<file path="config.mk">
export PLATFORM = sky130hd
export DESIGN_NAME = updown_counter_mod
export DESIGN_NICKNAME = d
export VERILOG_FILES = /design/src/rtl/counter_pkg.sv /design/src/rtl/counter_step.sv /design/src/rtl/updown_counter_mod.sv
export SDC_FILE = /design/constraint.sdc
export NUM_CORES = 1
export LEC_CHECK = 0
export ABC_AREA = 1
export BUFFER_PORTS_ARGS = -buffer_cell sky130_fd_sc_hd__buf_2
export CAP_MARGIN = 20
export CORE_MARGIN = 4
export CORE_UTILIZATION = 55
export DETAILED_ROUTE_END_ITERATION = 16
export HOLD_SLACK_MARGIN = 0.03
export PLACE_DENSITY_LB_ADDON = 0.12
export SLEW_MARGIN = 20
export SYNTH_ARGS = -nofsm -noshare
export SYNTH_HDL_FRONTEND = slang
export SYNTH_SLANG_ARGS = --single-unit
</file>
<file path="constraint.sdc">
create_clock -name CLK -period 2.6 [get_ports CLK]
set_clock_uncertainty 0.2 [all_clocks]
set_input_delay 0.13 -clock CLK [delete_from_list [all_inputs] [get_ports CLK]]
set_output_delay 0.13 -clock CLK [all_outputs]
set_load 0.02 [all_outputs]
</file>
<file path="src/rtl/counter_pkg.sv">
// Shared constants for the up/down counter family: saturation mode and count direction encodings.
package counter_pkg;

  localparam int   CNT_WRAP = 0;
  localparam int   CNT_SAT  = 1;

  localparam logic DIR_UP   = 1'b1;
  localparam logic DIR_DN   = 1'b0;

endpackage : counter_pkg

</file>
<file path="src/rtl/counter_step.sv">
// Combinational next-count for one enabled step, with wrap or hold at the ends of 0..MODULUS-1.
// Latency: none. Backpressure: none; the caller decides whether the step is taken.
module counter_step
  import counter_pkg::*;
#(
  parameter int WIDTH    = 8,
  parameter int MODULUS  = 256,
  parameter int SATURATE = CNT_WRAP
) (
  input  logic [WIDTH-1:0] q,
  input  logic             d,
  output logic [WIDTH-1:0] nxt,
  output logic             at_term
);

  localparam logic [WIDTH-1:0] MAX_VAL = WIDTH'(MODULUS - 1);

  logic at_hi;
  logic at_lo;

  // Explicit compare against MAX_VAL so non-power-of-two moduli wrap correctly.
  assign at_hi   = (q == MAX_VAL);
  assign at_lo   = (q == '0);
  assign at_term = ((d == DIR_UP) && at_hi) || ((d == DIR_DN) && at_lo);

  always_comb begin
    nxt = q;
    if (at_term) begin
      if (SATURATE == CNT_WRAP) begin
        nxt = (d == DIR_UP) ? '0 : MAX_VAL;
      end
    end else if (d == DIR_UP) begin
      nxt = q + 1'b1;
    end else begin
      nxt = q - 1'b1;
    end
  end

endmodule : counter_step

</file>
<file path="src/rtl/updown_counter_mod.sv">
// Modulo up/down counter with Clr > Pre > LOAD > E priority, sticky out-of-range flag and terminal flags.
// Latency: one cycle from any control to Q; flags follow Q combinationally. Backpressure: none.
module updown_counter_mod
  import counter_pkg::*;
#(
  parameter int WIDTH      = 8,
  parameter int MODULUS    = 256,
  parameter int SATURATE   = CNT_WRAP,
  parameter int PRESET_VAL = MODULUS - 1
) (
  input  logic             CLK,
  input  logic             Clr,
  input  logic             Pre,
  input  logic             LOAD,
  input  logic             E,
  input  logic             D,
  input  logic [WIDTH-1:0] IN,
  output logic [WIDTH-1:0] Q,
  output logic             TC_HI,
  output logic             TC_LO,
  output logic             CO,
  output logic             OVF
);

  localparam logic [WIDTH-1:0] MAX_VAL = WIDTH'(MODULUS - 1);
  localparam logic [WIDTH-1:0] PRE_VAL = WIDTH'(PRESET_VAL);

  if (MODULUS < 2 || MODULUS > (1 << WIDTH)) begin : g_bad_modulus
    $error("updown_counter_mod: MODULUS must lie in 2..2**WIDTH");
  end
  if (PRESET_VAL < 0 || PRESET_VAL >= MODULUS) begin : g_bad_preset
    $error("updown_counter_mod: PRESET_VAL must be below MODULUS");
  end
  if (SATURATE != CNT_WRAP && SATURATE != CNT_SAT) begin : g_bad_mode
    $error("updown_counter_mod: SATURATE must be 0 or 1");
  end

  logic [WIDTH-1:0] step_nxt;
  logic             step_term;
  logic             ovf_q;
  logic             ctrl_any;

  counter_step #(
    .WIDTH    (WIDTH),
    .MODULUS  (MODULUS),
    .SATURATE (SATURATE)
  ) u_step (
    .q       (Q),
    .d       (D),
    .nxt     (step_nxt),
    .at_term (step_term)
  );

  assign ctrl_any = Clr | Pre | LOAD;

  always_ff @(posedge CLK) begin
    if (Clr) begin
      Q     <= '0;
      ovf_q <= 1'b0;
    end else if (Pre) begin
      Q     <= PRE_VAL;
      ovf_q <= 1'b0;
    end else if (LOAD) begin
      // Out-of-range loads clamp to the top of the range and flag it.
      if (IN > MAX_VAL) begin
        Q     <= MAX_VAL;
        ovf_q <= 1'b1;
      end else begin
        Q     <= IN;
        ovf_q <= 1'b0;
      end
    end else if (E) begin
      Q <= step_nxt;
      if (step_term) begin
        ovf_q <= 1'b1;
      end
    end
  end

  assign TC_HI = (Q == MAX_VAL);
  assign TC_LO = (Q == '0);
  assign CO    = E & ~ctrl_any & step_term;
  assign OVF   = ovf_q;

endmodule : updown_counter_mod

</file>
== Word level (Yosys, flattened, before mapping) ==
Cells that the tools add are included.
Operators by class
  reduce and logical (&&, ||, !) cells: 9
  $add $sub $neg: 2
  bitwise operators: 6
  equal/unequal tests: 1
  multiplexer cells: 11
  $lt $le $gt $ge: 1
Operator list (count)
  $mux W8: 7
  $add A8 B1 Y8 const B: 1
  $eq A8 B8 Y1 const B: 1
  $gt A8 B8 Y1 const B: 1
  $logic_not A8 Y1: 1
  $sub A8 B1 Y8 const B: 1
  $mux W1: 4
  $reduce_bool A2 Y1: 2
  $reduce_bool A3 Y1: 1
  $and A1 B1 Y1: 2
  $logic_and A1 B1 Y1: 2
  $not A1 Y1: 2
  $or A1 B1 Y1: 2
  $reduce_and A2 Y1: 1
  $reduce_or A2 Y1: 1
  $logic_or A1 B1 Y1: 1
Storage, ports and cells
  output and inout port bits: 12
  flip-flop bits (word level): 9
  input port bits: 14

== Longest topological paths before layout ==
Gate-level depths: netlist (run 1).
  depth after elaboration: 7
  depth in mapped cells: 11

== Modules after synthesis ==
Synthesis (run 1) repeated with hierarchy kept, for this count alone.
Second synthesis, totals
  cell total of the unflattened synthesis: 170
  area total of the unflattened synthesis: 982.2 um^2
Modules (own cells, without submodules)
  updown_counter_mod: times used 1, sequential area each 180.2 um^2, cells an instance 90, area each 544.3 um^2
  counter_step: times used 1, sequential area each 0.0 um^2, cells an instance 80, area each 437.9 um^2

== Worst setup path before layout (run 1) ==
No wires, ideal clock.
  path kind: register to output
  from: register Q[6]
  to: output port CO
  setup slack: 748 ps
  cell stages (with the launch flop): 7
  path buffers: 0
  data required time: 2270 ps
  arrival: 1522 ps
  path through: dfxtp_1 > inv_2 > nand2_2 > nor4_4 > nand2_4 > nand2_2 > nor3b_2
Between the ends
  longest elaborated chain between the ends: 4
Ends and longest elaborated chain
  from (decl): RTL line updown_counter_mod.sv:18  | output logic [WIDTH-1:0] Q,
  from (signal assigned): RTL line updown_counter_mod.sv:73  | Q <= step_nxt;
  $logic_not A8 Y1
  named net TC_LO: RTL line updown_counter_mod.sv:20  | output logic TC_LO,
  $logic_and A1 B1 Y1: RTL line counter_step.sv:24  | assign at_term = ((d == DIR_UP) && at_hi) || ((d == DIR_DN) && at_lo);
  $logic_or A1 B1 Y1: RTL line counter_step.sv:24
  $and A1 B1 Y1: RTL line updown_counter_mod.sv:82  | assign CO = E & ~ctrl_any & step_term;
  to (decl): RTL line updown_counter_mod.sv:21  | output logic CO,
The timed path passes the listed nets, and every way through them passes these cells.

== Worst setup path after layout (run 1) ==
  from: register Q[3]
  to: register ovf_q (netlist: OVF)
Between the ends
  longest elaborated chain between the ends: 5
Ends and longest elaborated chain
  $eq A8 B8 Y1 or $logic_not A8 Y1 (tied branches): RTL line counter_step.sv:22, counter_step.sv:23
  $logic_and A1 B1 Y1: RTL line counter_step.sv:24
  $logic_or A1 B1 Y1 (*): RTL line counter_step.sv:24
  $reduce_bool A2 Y1 (no source line) (*)
  $reduce_and A2 Y1 (no source line) (*)
  to (signal assigned): RTL line updown_counter_mod.sv:59  | ovf_q <= 1'b0;
  to (signal assigned): RTL line updown_counter_mod.sv:62  | ovf_q <= 1'b0;
  to (signal assigned): RTL line updown_counter_mod.sv:67  | ovf_q <= 1'b1;
  to (decl): RTL line updown_counter_mod.sv:40  | logic ovf_q;
Mark *: on every way between the ends. The rest lies on a longest branch, timed or not.
A chain may end at the register's enable or synchronous reset.

==> summary.md, run 1 <==
| Metric | Value |
|---|---|
| First-pass GRT wire length | `4.46 mm` |
| Post-route ant nets | `0` |
| Max_slew headroom | `76.2%` |
| Area of the multi-input gates | `659 um^2` |
| Slew @ Worst Pin | `357 ps` |
| Syn_nets | `159` |
| Run status | `finished, final reports clean` |
| Max VDD drop | `0.293 mV` |
| Routed WL per cell | `13.5 um` |
| Final Max Tran Viols | `0` |
| Overflow after GRT | `0` |
| Initial Util | `59.8%` |
| Final hold violations | `0` |
| Post-CTS Setup Repair Bufs | `0` |
| Worst EP arrival | `2150 ps` |
| PortBufs | `25` |
| Cell taking the most area after synthesis | `dfxtp_1` |
| CTS tree | `built` |
| Startpoint types | `register` |
| Finished Core Util | `77.4%` |
| All-layer global routing usage | `23.4%` |
| Via density per instance | `5.44` |
| Initial antenna violation count | `0` |
| R2R Setup Slk | `460 ps` |
| Worst setup path start | `Q[3]$_SDFFE_PP0P_` |
| R2R depth | `7` |
| H-tree Lvls | `1` |
| Unique masters post-synth | `26` |
| DR vias | `1049` |
| Num CTS Buffers | `3` |
| Clock sink count | `9` |
| Reg2reg end | `OVF$_SDFFE_PP0P_` |
| Share of layout cells above drive strength 1 | `27.7%` |
| CP cell instances | `clkinv_1 -> nor3_4 -> nand4_4 -> nand2_2 -> nand2_1 -> a21oi_2 -> dlygate4sd3_1` |
| Post-synthesis cell area | `922 um^2` |
| R2r startpoint | `Q[3]$_SDFFE_PP0P_` |
| Fraction of the yosys area taken by sequential cells | `19.5%` |
| Synth warn | `0` |
| Switching share of power | `40.9%` |
| Diodes inserted | `0` |
| Leakage | `0.657 nW` |
| Die H | `48.9 um` |
| Synth Register Bits | `9` |
| Gpl congestion | `0.864` |
| Post-DP Area | `1060 um^2` |
| Top-area cell type share of the netlist area | `19.5%` |
| Slowest Stage Delay on Critical Path | `540 ps` |
| Dominant cells by area after synthesis | `dfxtp_1 20%, nand2_1 17%, ha_1 8.1%` |
| Total power | `515 uW` |
| Pin count of the biggest net entering global routing | `12` |
| Vias in the first global route | `1038` |
| Post-Route Setup TNS | `0 ps` |
| Syn Inst Count | `138` |
| Area Growth Syn to Fin | `29.3%` |
| Sequential Power Share | `33.5%` |
| Final critical delay including setup and external delays | `2140 ps` |
| Required time of the critical path | `2610 ps` |
| Design area | `1190 um^2` |
| Max Cap Violations | `0` |
| Critical Path End | `OVF$_SDFFE_PP0P_` |
| First drt pass iteration count | `5` |
| Psw | `210 uW` |
| Die W | `48.9 um` |
| Clk Latency, worst-skew pair | `260 ps` |
| Setup-failing EPs final | `0` |
| Setup CP Type | `reg -> reg` |
| PD cells | `432 nW/um^2` |
| Fmax | `466 MHz` |
| Clock share of power | `21.3%` |
| Iter 0 DRT Violations | `24` |
| Die area | `2400 um^2` |
| Slowest-stage cell, CP | `dlygate4sd3_1` |
| Row count | `14` |
| Hold crit path type | `in -> reg` |
| I/O Pins | `26` |
| DRC | `0` |
| Mean cell area of the mapped netlist | `6.68 um^2` |
| Int Power | `304 uW` |
| Maximum clock insertion buffer count | `2` |
| Combinational power share | `45.1%` |
| Worst Path Max Fanout | `8` |
| Nets | `199` |
| Clock Pin Slew Worst Setup and Hold Paths | `60 ps` |
| Crit share post-route | `82.5%` |
| Dpl hpwl | `1.84 mm` |
| Core area | `1540 um^2` |
| Root Buffer | `clkbuf_4` |
| CP Capture Type | `register` |
| Filler cells | `134` |
| Drt total wl | `2.62 mm` |
| RSZ-0062 raised after global routing | `false` |
| Reg area | `180 um^2` |
routing by layer:
metal,track usage [%],wire [um],part of all wire (%),up-vias
li1,-,-,-,530
met1,26.5,1080,41,465
met2,42.2,1290,49,48
met3,6.42,191,7.3,6
met4,6.28,61,2.3,0
met5,0,0,0,-
cell families after synthesis:
family / Yosys count / synth area share [%]
buffers and inverters: 20 / 8.96
AND/OR/NAND/NOR: 71 / 39.4
flip-flops: 9 / 19.5
adder cells (fa/ha/maj): 7 / 10.3
AO/OA/AOI/OAI: 28 / 19.0
XOR/XNOR: 3 / 2.85
registers in the layout, indices dropped and copies added (netlist names):
register,count
OVF,1
Q,8
worst max-delay path, delay by kind of cell (launching register included):
kind | cells | cell delay, ps
flip-flops | 1 | 400
buffers and inverters | 2 | 710
AND/OR/NAND/NOR | 4 | 670
AO/OA/AOI/OAI | 1 | 110
how the worst min path moves through the flow:
| stage | end | from | cells past startpoint | slack (ps) |
|---|---|---|---|---|
| floorplan | OVF$_SDFFE_PP0P_ | E | 2 | 80 |
| global placement | OVF$_SDFFE_PP0P_ | E | 3 | 200 |
| detailed placement | OVF$_SDFFE_PP0P_ | E | 3 | 210 |
| CTS | Q[0]$_SDFFE_PP0P_ | IN[0] | 3 | 40 |
| global route | Q[0]$_SDFFE_PP0P_ | IN[0] | 3 | 60 |
| finish | Q[0]$_SDFFE_PP0P_ | IN[0] | 3 | 60 |
power by group through the flow:
| stage | combinational (mW) | sequential [mW] | clock [mW] |
|---|---|---|---|
| 6_report | 0.232 | 0.173 | 0.110 |
| 5_1_grt | 0.260 | 0.175 | 0.122 |
| 4_1_cts | 0.229 | 0.172 | 0.112 |
| 3_5_place_dp | 0.215 | 0.175 | 0 |
| 3_3_place_gp | 0.212 | 0.175 | 0 |
| 2_1_floorplan | 0.152 | 0.184 | 0 |
layout make-up:
class,instances,area share (%)
Tap cell,16,1.68
Multi-Input combinational cell,109,55.3
Clock buffer,4,2.20
Inverter,19,5.98
Sequential cell,9,15.1
Timing Repair Buffer,36,19.7
stage by stage:
step / hold slack [ps] / std cells / worst slack [ps]
after detailed placement: 205 / 178 / 674
final: 58.2 / 193 / 455
after global placement: 200 / 178 / 704
after global routing: 57.6 / 193 / 304
after CTS: 38.2 / 193 / 477
after floorplan: 81.5 / 138 / 748
synthesized netlist by cell type:
cell      count
nand2_4       1
o21ai_0       8
ha_1          6
nand3_1       8
and3_1        1
nor3_4        1
nand3b_1      2
nand4_4       1
a21oi_2       8
a211oi_1      2
fa_1          1
a21oi_1      10
xnor2_1       1
inv_1        13
buf_6         1
nand2_1      41
nor3b_2       1
clkinv_1      2
dfxtp_1       9
nor4_4        1
or2_2         1
xor2_1        2
or2_1         1
nand2_2       3
inv_2         4
nor2_1        9
repair_timing:
| item | 4_1_cts | 5_1_grt |
|---|---|---|
| hold buffers | 11 | 0 |
| hold endpoints to repair | 8 | 0 |
| resized for setup | 0 | 0 |
layout by cell type, fill, tap and decap left out, types with 2 or more instances in the layout:
cell type      count
a211oi_1           2
a21oi_1           10
a21oi_2            8
buf_2             25
clkbuf_4           3
clkinv_1           2
dfxtp_1            9
dlygate4sd3_1     11
ha_1               6
inv_1             13
inv_2              4
nand2_1           41
nand2_2            3
nand3_1            8
nand3b_1           2
nor2_1             9
o21ai_0            8
xor2_1             2
Power figures use the tool's default switching activity.
==> run 2, diff against run 1 <==
Settings changed: CORE_UTILIZATION 55 to 51.
Clock period 2.6 ns to 2.15 ns, I/O delays scaled along.
==> run 2 against run 1 <==
Worst setup slack lost 330 ps. Utilization shrank 3.8 points. Flip-flop and latch count is the same. Clock power grew 19%. Global-route usage shrank 0.89 points. Worst hold slack gained 47 ps. Via count grew 1.3%. Critical path type unchanged. Critical endpoint unchanged.
==> summary.md, run 2 (same netlist as run 1, synthesis figures left out) <==
| Metric | Value |
|---|---|
| Run status | `finished, final reports clean` |
| CTS tree | `built` |
| PD cells | `499 nW/um^2` |
| Die H | `50.5 um` |
| Diodes inserted | `0` |
| Slew @ Worst Pin | `367 ps` |
| Leakage | `0.688 nW` |
| R2R depth | `8` |
| Sequential Power Share | `33.3%` |
| Gpl congestion | `0.793` |
| Hold_ws | `105 ps` |
| Row count | `15` |
| R2R Setup Slk | `130 ps` |
| Area Growth Syn to Fin | `37.7%` |
| Reg2reg end | `OVF$_SDFFE_PP0P_` |
| Iter 0 DRT Violations | `24` |
| I/O Pins | `26` |
| Share of layout cells above drive strength 1 | `33.9%` |
| Nets | `205` |
| Worst setup path start | `Q[2]$_SDFFE_PP0P_` |
| Overflow after GRT | `0` |
| Via density per instance | `5.11` |
| Required time of the critical path | `2150 ps` |
| Reg area | `189 um^2` |
| All-layer global routing usage | `22.5%` |
| Total power | `634 uW` |
| Critical Path End | `OVF$_SDFFE_PP0P_` |
| Worst Path Max Fanout | `5` |
| Startpoint types | `register` |
| Clock sink count | `9` |
| Die area | `2550 um^2` |
| Commonest non-fill, non-tap cell in the layout | `nand2_1` |
| Fmax | `495 MHz` |
| First-pass GRT wire length | `4.44 mm` |
| Delay-heaviest family, CP | `simple AND/OR/NAND/NOR gates` |
| Max Cap Violations | `0` |
| Area of the multi-input gates | `664 um^2` |
| Filler cells | `156` |
| Num CTS Buffers | `3` |
| Psw | `256 uW` |
| Most frequent cells in the layout | `40 x nand2_1, 25 x buf_2, 14 x dlygate4sd3_1` |
| Vias in the first global route | `1025` |
| Pin count of the biggest net entering global routing | `12` |
| CP Capture Type | `register` |
| Die W | `50.5 um` |
| CP dominant cell by count | `nand2_2` |
| Finished Core Util | `73.6%` |
| Maximum clock insertion buffer count | `2` |
| Max reg flops | `8` |
| Final critical delay including setup and external delays | `2020 ps` |
| Routed WL per cell | `12.5 um` |
| Final Max Tran Viols | `0` |
| Int Power | `378 uW` |
| Dpl hpwl | `1.91 mm` |
| CP cell instances | `nor2_1 -> nand2_2 -> nor4_4 -> nand2_4 -> nand2_2 -> nand2_1 -> a21oi_2 -> dlygate4sd3_1` |
| Max VDD drop | `0.436 mV` |
| Final hold violations | `0` |
| Max_slew headroom | `75.5%` |
| Clock share of power | `20.6%` |
| R2r startpoint | `Q[2]$_SDFFE_PP0P_` |
| H-tree Lvls | `1` |
| First drt pass iteration count | `4` |
| Clk Latency, worst-skew pair | `260 ps` |
| Post-route ant nets | `0` |
| Setup CP Type | `reg -> reg` |
| PortBufs | `25` |
| Top register by number of flip-flops | `Q` |
| Buffer and inverter count on the worst path | `1` |
| DR vias | `1063` |
| Clock Pin Slew Worst Setup and Hold Paths | `60 ps` |
| Crit share post-route | `94.0%` |
| Initial antenna violation count | `0` |
| Setup-failing EPs final | `0` |
| Combinational power share | `46.1%` |
| Final worst slack | `129 ps` |
| Drt total wl | `2.59 mm` |
| DRC | `0` |
| Root Buffer | `clkbuf_4` |
| Hold crit path type | `in -> reg` |
| Slowest Stage Delay on Critical Path | `550 ps` |
| Switching share of power | `40.3%` |
| Worst path depth | `8` |
| Place WS | `272 ps` |
| Slowest-stage cell, CP | `dlygate4sd3_1` |
| Worst EP arrival | `2020 ps` |
| Core area | `1730 um^2` |
| Initial Util | `53.4%` |
[run 2: cell types whose count changed in the layout (fill, tap and decap cells not counted)]
cell,delta
nor2_2,+1
dfxtp_1,-7
nand2_2,+1
buf_4,+3
nor2_1,-1
dfxtp_2,+7
dlygate4sd3_1,+3
inv_2,+1
clkinv_1,-1
nand2_1,-1
[run 2: power by group through the flow]
| stage | Combinational, mW | Sequential [mW] | Clock, mW |
|---|---|---|---|
| 5_1_grt | 0.328 | 0.213 | 0.144 |
| 3_3_place_gp | 0.256 | 0.209 | 0 |
| 6_report | 0.293 | 0.211 | 0.131 |
| 2_1_floorplan | 0.184 | 0.222 | 0 |
| 4_1_cts | 0.286 | 0.206 | 0.133 |
| 3_5_place_dp | 0.265 | 0.210 | 0 |
[run 2: worst min-delay path by stage]
| stage | startpoint | to | slack (ps) | cells past startpoint |
|---|---|---|---|---|
| after global placement | E | OVF$_SDFFE_PP0P_ | 170 | 3 |
| after global routing | LOAD | Q[7]$_SDFFE_PP0P_ | 90 | 3 |
| after floorplan | E | OVF$_SDFFE_PP0P_ | 60 | 2 |
| after detailed placement | E | OVF$_SDFFE_PP0P_ | 200 | 3 |
| after CTS | LOAD | Q[7]$_SDFFE_PP0P_ | 90 | 3 |
| final | LOAD | Q[5]$_SDFFE_PP0P_ | 100 | 3 |
[run 2: worst min-delay path: stages]
cell     delay, ps
buf_2          170
a21oi_1        180
a21oi_2         70
[run 2: final cells by class]
class / count / area share, %
clock buffer: 4 / 2.07
inverter: 19 / 5.62
timing repair buffer: 42 / 22.7
multi-input combinational: 109 / 52.3
sequential: 9 / 14.9
tap: 25 / 2.46
[run 2: per-stage QoR]
stage / cell area (um^2) / TNS [ps] / std cells
floorplan: 922 / 0 / 138
CTS: 1230 / 0 / 205
finish: 1270 / 0 / 208
global placement: 1070 / 0 / 187
global route: 1270 / -5.61 / 208
detailed placement: 1070 / 0 / 187
[run 2: layer usage]
| layer | GRT usage [%] | up-vias | share of wire [%] | wire length [um] |
|---|---|---|---|---|
| met2 | 39.6 | 30 | 51 | 1320 |
| li1 | - | 548 | - | - |
| met3 | 4.75 | 4 | 4.5 | 116 |
| met1 | 27.1 | 481 | 43 | 1120 |
| met5 | 0 | - | 0 | 0 |
| met4 | 6.73 | 0 | 1.2 | 30 |
[run 2: timing repair]
item                                    CTS  global route
buffers inserted                          0             3
endpoints found under the setup margin    0             2
gates resized for setup                   0            10
hold buffers                             14             0
endpoints found under the hold margin     9             0
